$ cat src/rtl/fifo_read_ctrl.sv
// fifo_read_ctrl: read-domain half of an asynchronous FIFO with a 2-entry valid/ready output buffer.
// Ports:
//   rclk, rrst_n          read clock; active-low reset (asserts asynchronously, releases on rclk)
//   wptr                  Gray write pointer from the write domain
//   rptr                  registered Gray read pointer back to the write domain
//   raddr, ren            binary RAM read address and read enable
//   rdata_mem             registered RAM read data, valid the cycle after ren
//   m_data/m_valid/m_ready  head-of-queue stream to the consumer
//   rempty, raempty, rcount  unfetched-word status in the RAM
module fifo_read_ctrl #(
    parameter int ASIZE         = 4,
    parameter int DSIZE         = 8,
    parameter int AEMPTY_THRESH = 2
) (
    input  logic             rclk,
    input  logic             rrst_n,
    input  logic [ASIZE:0]   wptr,
    output logic [ASIZE:0]   rptr,
    output logic [ASIZE-1:0] raddr,
    output logic             ren,
    input  logic [DSIZE-1:0] rdata_mem,
    output logic [DSIZE-1:0] m_data,
    output logic             m_valid,
    input  logic             m_ready,
    output logic             rempty,
    output logic             raempty,
    output logic [ASIZE:0]   rcount
);
    logic [1:0]       rst_sync_q;
    logic             rst_n_int;
    logic [ASIZE:0]   rq1_wptr_q, rq2_wptr_q, wbin_s;
    logic [ASIZE:0]   rbin_q, rbin_d, rptr_q;
    logic             rempty_q, rempty_d;
    logic             inflight_q;
    logic [1:0]       occ_q, occ_d, used;
    logic [DSIZE-1:0] head_q, head_d, skid_q, skid_d;
    logic             pop;

    // Reset asserts immediately but its release is re-timed to rclk.
    always_ff @(posedge rclk or negedge rrst_n) begin
        if (!rrst_n) rst_sync_q <= '0;
        else         rst_sync_q <= {rst_sync_q[0], 1'b1};
    end
    assign rst_n_int = rst_sync_q[1];

    // Bit i of a Gray-to-binary conversion is the XOR of all Gray bits at or above i.
    for (genvar g = 0; g <= ASIZE; g++) begin : g_g2b
        assign wbin_s[g] = ^(rq2_wptr_q >> g);
    end

    assign pop     = m_valid & m_ready;
    // Slots committed for the next cycle: held words plus the word landing now, minus the one leaving.
    assign used    = occ_q + 2'(inflight_q) - 2'(pop);
    assign ren     = !rempty_q && !used[1];
    assign rbin_d  = rbin_q + {{ASIZE{1'b0}}, ren};
    assign rempty_d = ((rbin_d ^ (rbin_d >> 1)) == rq2_wptr_q);

    assign raddr   = rbin_q[ASIZE-1:0];
    assign rptr    = rptr_q;
    assign rempty  = rempty_q;
    assign rcount  = wbin_s - rbin_q;
    assign raempty = rcount <= (ASIZE+1)'(AEMPTY_THRESH);
    assign m_valid = occ_q != 2'd0;
    assign m_data  = head_q;

    // Head always holds the oldest word; skid only fills when head is busy and not leaving.
    always_comb begin
        occ_d  = used;
        head_d = pop ? ((occ_q == 2'd2) ? skid_q : (inflight_q ? rdata_mem : head_q))
                     : ((occ_q == 2'd0 && inflight_q) ? rdata_mem : head_q);
        skid_d = (inflight_q && occ_q == 2'd1 && !pop) ? rdata_mem : skid_q;
    end

    always_ff @(posedge rclk or negedge rst_n_int) begin
        if (!rst_n_int) begin
            rq1_wptr_q <= '0;
            rq2_wptr_q <= '0;
            rbin_q     <= '0;
            rptr_q     <= '0;
            rempty_q   <= 1'b1;
            inflight_q <= 1'b0;
            occ_q      <= '0;
            head_q     <= '0;
            skid_q     <= '0;
        end else begin
            rq1_wptr_q <= wptr;
            rq2_wptr_q <= rq1_wptr_q;
            rbin_q     <= rbin_d;
            rptr_q     <= rbin_d ^ (rbin_d >> 1);
            rempty_q   <= rempty_d;
            inflight_q <= ren;
            occ_q      <= occ_d;
            head_q     <= head_d;
            skid_q     <= skid_d;
        end
    end
endmodule

$ cat config.mk
export PLATFORM = sky130hd
export DESIGN_NAME = fifo_read_ctrl
export DESIGN_NICKNAME = d
export VERILOG_FILES = /design/src/rtl/fifo_read_ctrl.sv
export SDC_FILE = /design/constraint.sdc
export NUM_CORES = 1
export LEC_CHECK = 0
export BUFFER_PORTS_ARGS = -buffer_cell sky130_fd_sc_hd__buf_4
export CORE_AREA = 5 5 74 56
export DETAILED_ROUTE_END_ITERATION = 6
export DIE_AREA = 0 0 79 61
export GPL_ROUTABILITY_DRIVEN = 0
export PLACE_DENSITY_LB_ADDON = 0.15
export SYNTH_ARGS = -nofsm -noshare
export SYNTH_HDL_FRONTEND = slang
export SYNTH_SLANG_ARGS = --single-unit
$ cat constraint.sdc
create_clock -name rclk -period 7.35 [get_ports rclk]
set_input_delay 1.47 -clock rclk [delete_from_list [all_inputs] [get_ports rclk]]
set_output_delay 1.47 -clock rclk [all_outputs]
set_load 0.01 [all_outputs]
==> metrics.csv <==
metric,value,unit
Finished Cell Area,2320,um2
final hold vios,0,
peak per-stage delay on the critical path,420,ps
adder-cell share of the synthesized area,0.0656,
sequential share of the synthesized area,0.561,
fin crit period,4690,ps
largest net degree at the start of global routing,24,
VDD IR max,254,uV
# setup viols final,0,
Clock transition at path regs,80,ps
router iterations before antenna repair,2,
Synth Instances,142,
drt drc,0,
Non-Filler Instances,230,
Power Density,554,nW/um2
Synth Register Bits,41,
htree depth,2,
dpl cell area,2190,um2
post_cts resized,0,
r2r setup slk,3580,ps
die area,4820,um2
worst path required time,5880,ps
# hold bufs at CTS,0,
via count,1169,
CTS buffer count,5,
Worst Setup SP,rq2_wptr_q[4]$_DFF_PN0_,
worst r2r src,occ_q[1]$_DFF_PN0_,
Clock Sinks,41,
Avg Inst Size Synth,12.9,um2
Post-synth ARST share,1.00,
skew final,4.65,ps
placed instance count,222,
CTS tree,yes,
worst hold path class,reg2async,
Reg2Reg Capture Point,rempty$_DFF_PN1_,
simple-gate portion of the synthesized area,0.0718,
Hold Slack,278,ps
fmax,213,MHz
Area growth syn-to-layout,27.0,%
crit path to,raempty,
Yosys warning count,0,
mux contribution to synthesized area,0.0984,
Post CTS Setup Buffer Count,0,
share of layout cells above drive strength 1,0.342,
CTS max path bufs,2,
gr ovfl total,0,
Worst Setup Start Kind,register,
number of routed nets with antenna violations,0,
Slew HR,0.290,
Max Cap Viol,0,
routed vias/inst,5.08,
Slew @ Worst Pin,1060,ps
Nets,214,
Core ar.,3360,um2
Die W,79,um
routed wire length,3460,um
vias in the first global route,1265,
Synth Area in Compound Gates,0.0513,
Worst setup EP type,primary output,
Cell Rows,18,
detailed-placement wirelength estimate,2610,um
Yosys top cell area share,0.547,
worst-path fanout max,4,
Setup TNS,0,ps
clk root buf,clkbuf_8,
Cell variety after synth,27,
RSZ-0062 raised after global routing,false,
outcome,finished clean,
clock latency at the later pin of the worst-skew pair,290,ps
Die H,61,um
first-pass GRT wire length,5740,um
n_diodes,0,
Worst Reg2Reg Path Length in Cells,14,
Top Ports,42,
critical path arrival,3220,ps
kind of critical path,reg2out,
cell area after synthesis,1830,um2
combinational family with the most area after synthesis,XOR/XNOR gates,
final worst-path cycle share,0.638,
Post-synth EDFFs,0,
DR iter-0 viols,58,
"most used cell, CP",xor2_1,
Initial Utilization,0.545,
P_leak,1.14,nW
"Slew Viols, Final",0,
Post-synth top flop,dfrtp_1,
syn_nets,167,
port bufs,41,
xor/xnor share of the synthesized area,0.120,
Routed WL per cell,15.0,um
Tot GR Track Use,0.162,
leading area contributor after synthesis,dfrtp_1,
"top cells by area, synth","dfrtp_1 (55%), xnor2_1 (6.7%), ha_1 (5.5%)",
"Cell Chain, Critical Path","xor2_1, xnor2_1, xor2_1, xor2_1, ha_1, fa_1, inv_1, a21o_1, a21oi_1, xnor2_1, a2111oi_0, buf_4",
"Slowest-stage cell, CP",dfrtp_1,
initial antenna violation count,0,
==> final cells by class <==
class / instances / area (um2)
clock buffers: 5 / 68.8
clock inverters: 3 / 68.8
fillers: 244 / 1030
inverters: 12 / 45.0
multi-input cells: 87 / 749
flip-flops and latches: 41 / 1030
well taps: 40 / 50.0
repair buffers: 42 / 315
==> power breakdown <==
| group | total, W | internal [W] | leakage, nW | switching [W] |
|---|---|---|---|---|
| registers | 0.000390 | 0.000322 | 0.476 | 0.0000680 |
| logic | 0.000680 | 0.000333 | 0.594 | 0.000347 |
| clock network | 0.000216 | 0.000137 | 0.0687 | 0.0000797 |
| total | 0.00129 | 0.000792 | 1.14 | 0.000495 |
==> synthesized netlist by cell type, drive strengths merged (2+ instances only) <==
cell / instances
a21oi: 10
xor2: 8
dfrtp: 40
ha: 8
mux2: 8
nor2: 9
nand2: 3
xnor2: 15
or3: 2
a21o: 2
nand3: 5
inv: 12
mux2i: 9
==> registers in the layout (all words and copies together), names as in the netlist, 2 cells and up <==
register and flops:
occ_q 2, rst_sync_q 2, rbin_q 5, rq1_wptr_q 5, skid_q 8, rptr 4
m_data 8, rq2_wptr_q 5
==> critical path: cells and delay by family (launching register included) <==
| kind | cells | cell delay [ps] |
|---|---|---|
| fa+ha+maj | 2 | 630 |
| compound gates | 3 | 540 |
| flops | 1 | 420 |
| xor+xnor | 5 | 1050 |
| buf+inv | 2 | 280 |
==> metrics by stage <==
step | utilization | worst slack, ps | total power (W)
after floorplan | - | 3070 | 0.000823
after global placement | 0.652 | 3050 | 0.00104
after detailed placement | 0.652 | 2840 | 0.00108
after CTS | 0.693 | 2610 | 0.00130
after global routing | 0.693 | 2340 | 0.00139
final | 0.693 | 2660 | 0.00129
==> cell families (layout without fill, tap and decap cells) <==
kind of cell,count (synthesis),in the layout
adder cells (fa/ha/maj),9,9
XOR/XNOR,23,23
AO/OA/AOI/OAI,15,15
multiplexers,17,17
buffers and inverters,14,62
AND/OR/NAND/NOR,22,22
other,1,1
flip-flops,41,41
==> placed cells by master (no fill, tap or decap), drive strengths merged <==
cell / synthesis / final
bufinv: 0 / 2
nand2: 3 / 3
nand3: 5 / 5
a21o: 2 / 2
a221oi: 1 / 1
dfstp: 1 / 1
o21ai: 1 / 1
and2: 1 / 1
nor4b: 1 / 1
conb: 1 / 1
ha: 8 / 8
a2111oi: 1 / 1
xor2: 8 / 8
mux2i: 9 / 9
dfrtp: 40 / 40
buf: 1 / 42
or2: 1 / 1
nor2: 9 / 9
clkbuf: 1 / 5
inv: 12 / 13
or3: 2 / 2
mux2: 8 / 8
xnor2: 15 / 15
a21oi: 10 / 10
fa: 1 / 1
==> worst min path at each step <==
stage                                  startpoint                      end  slack, ps  cells after the start
final                     rst_sync_q[1]$_DFF_PN0_    skid_q[2]$_DFFE_PN0P_        280                      0
after global routing      rq1_wptr_q[3]$_DFF_PN0_  rq2_wptr_q[3]$_DFF_PN0_        360                      0
after CTS                 rst_sync_q[1]$_DFF_PN0_    skid_q[2]$_DFFE_PN0P_        300                      0
after global placement    rst_sync_q[1]$_DFF_PN0_    skid_q[1]$_DFFE_PN0P_        280                      0
after detailed placement  rst_sync_q[1]$_DFF_PN0_    skid_q[1]$_DFFE_PN0P_        300                      0
after floorplan           rq1_wptr_q[0]$_DFF_PN0_  rq2_wptr_q[0]$_DFF_PN0_        330                      0
==> layer usage <==
| layer | share of wire | up-vias | GRT usage |
|---|---|---|---|
| met3 | 0.069 | 8 | 0.0638 |
| met2 | 0.48 | 31 | 0.255 |
| li1 | - | 562 | - |
| met1 | 0.44 | 568 | 0.202 |
| met5 | 0 | - | 0 |
| met4 | 0.017 | 0 | 0.0735 |
(Power assumes the default switching activity.)
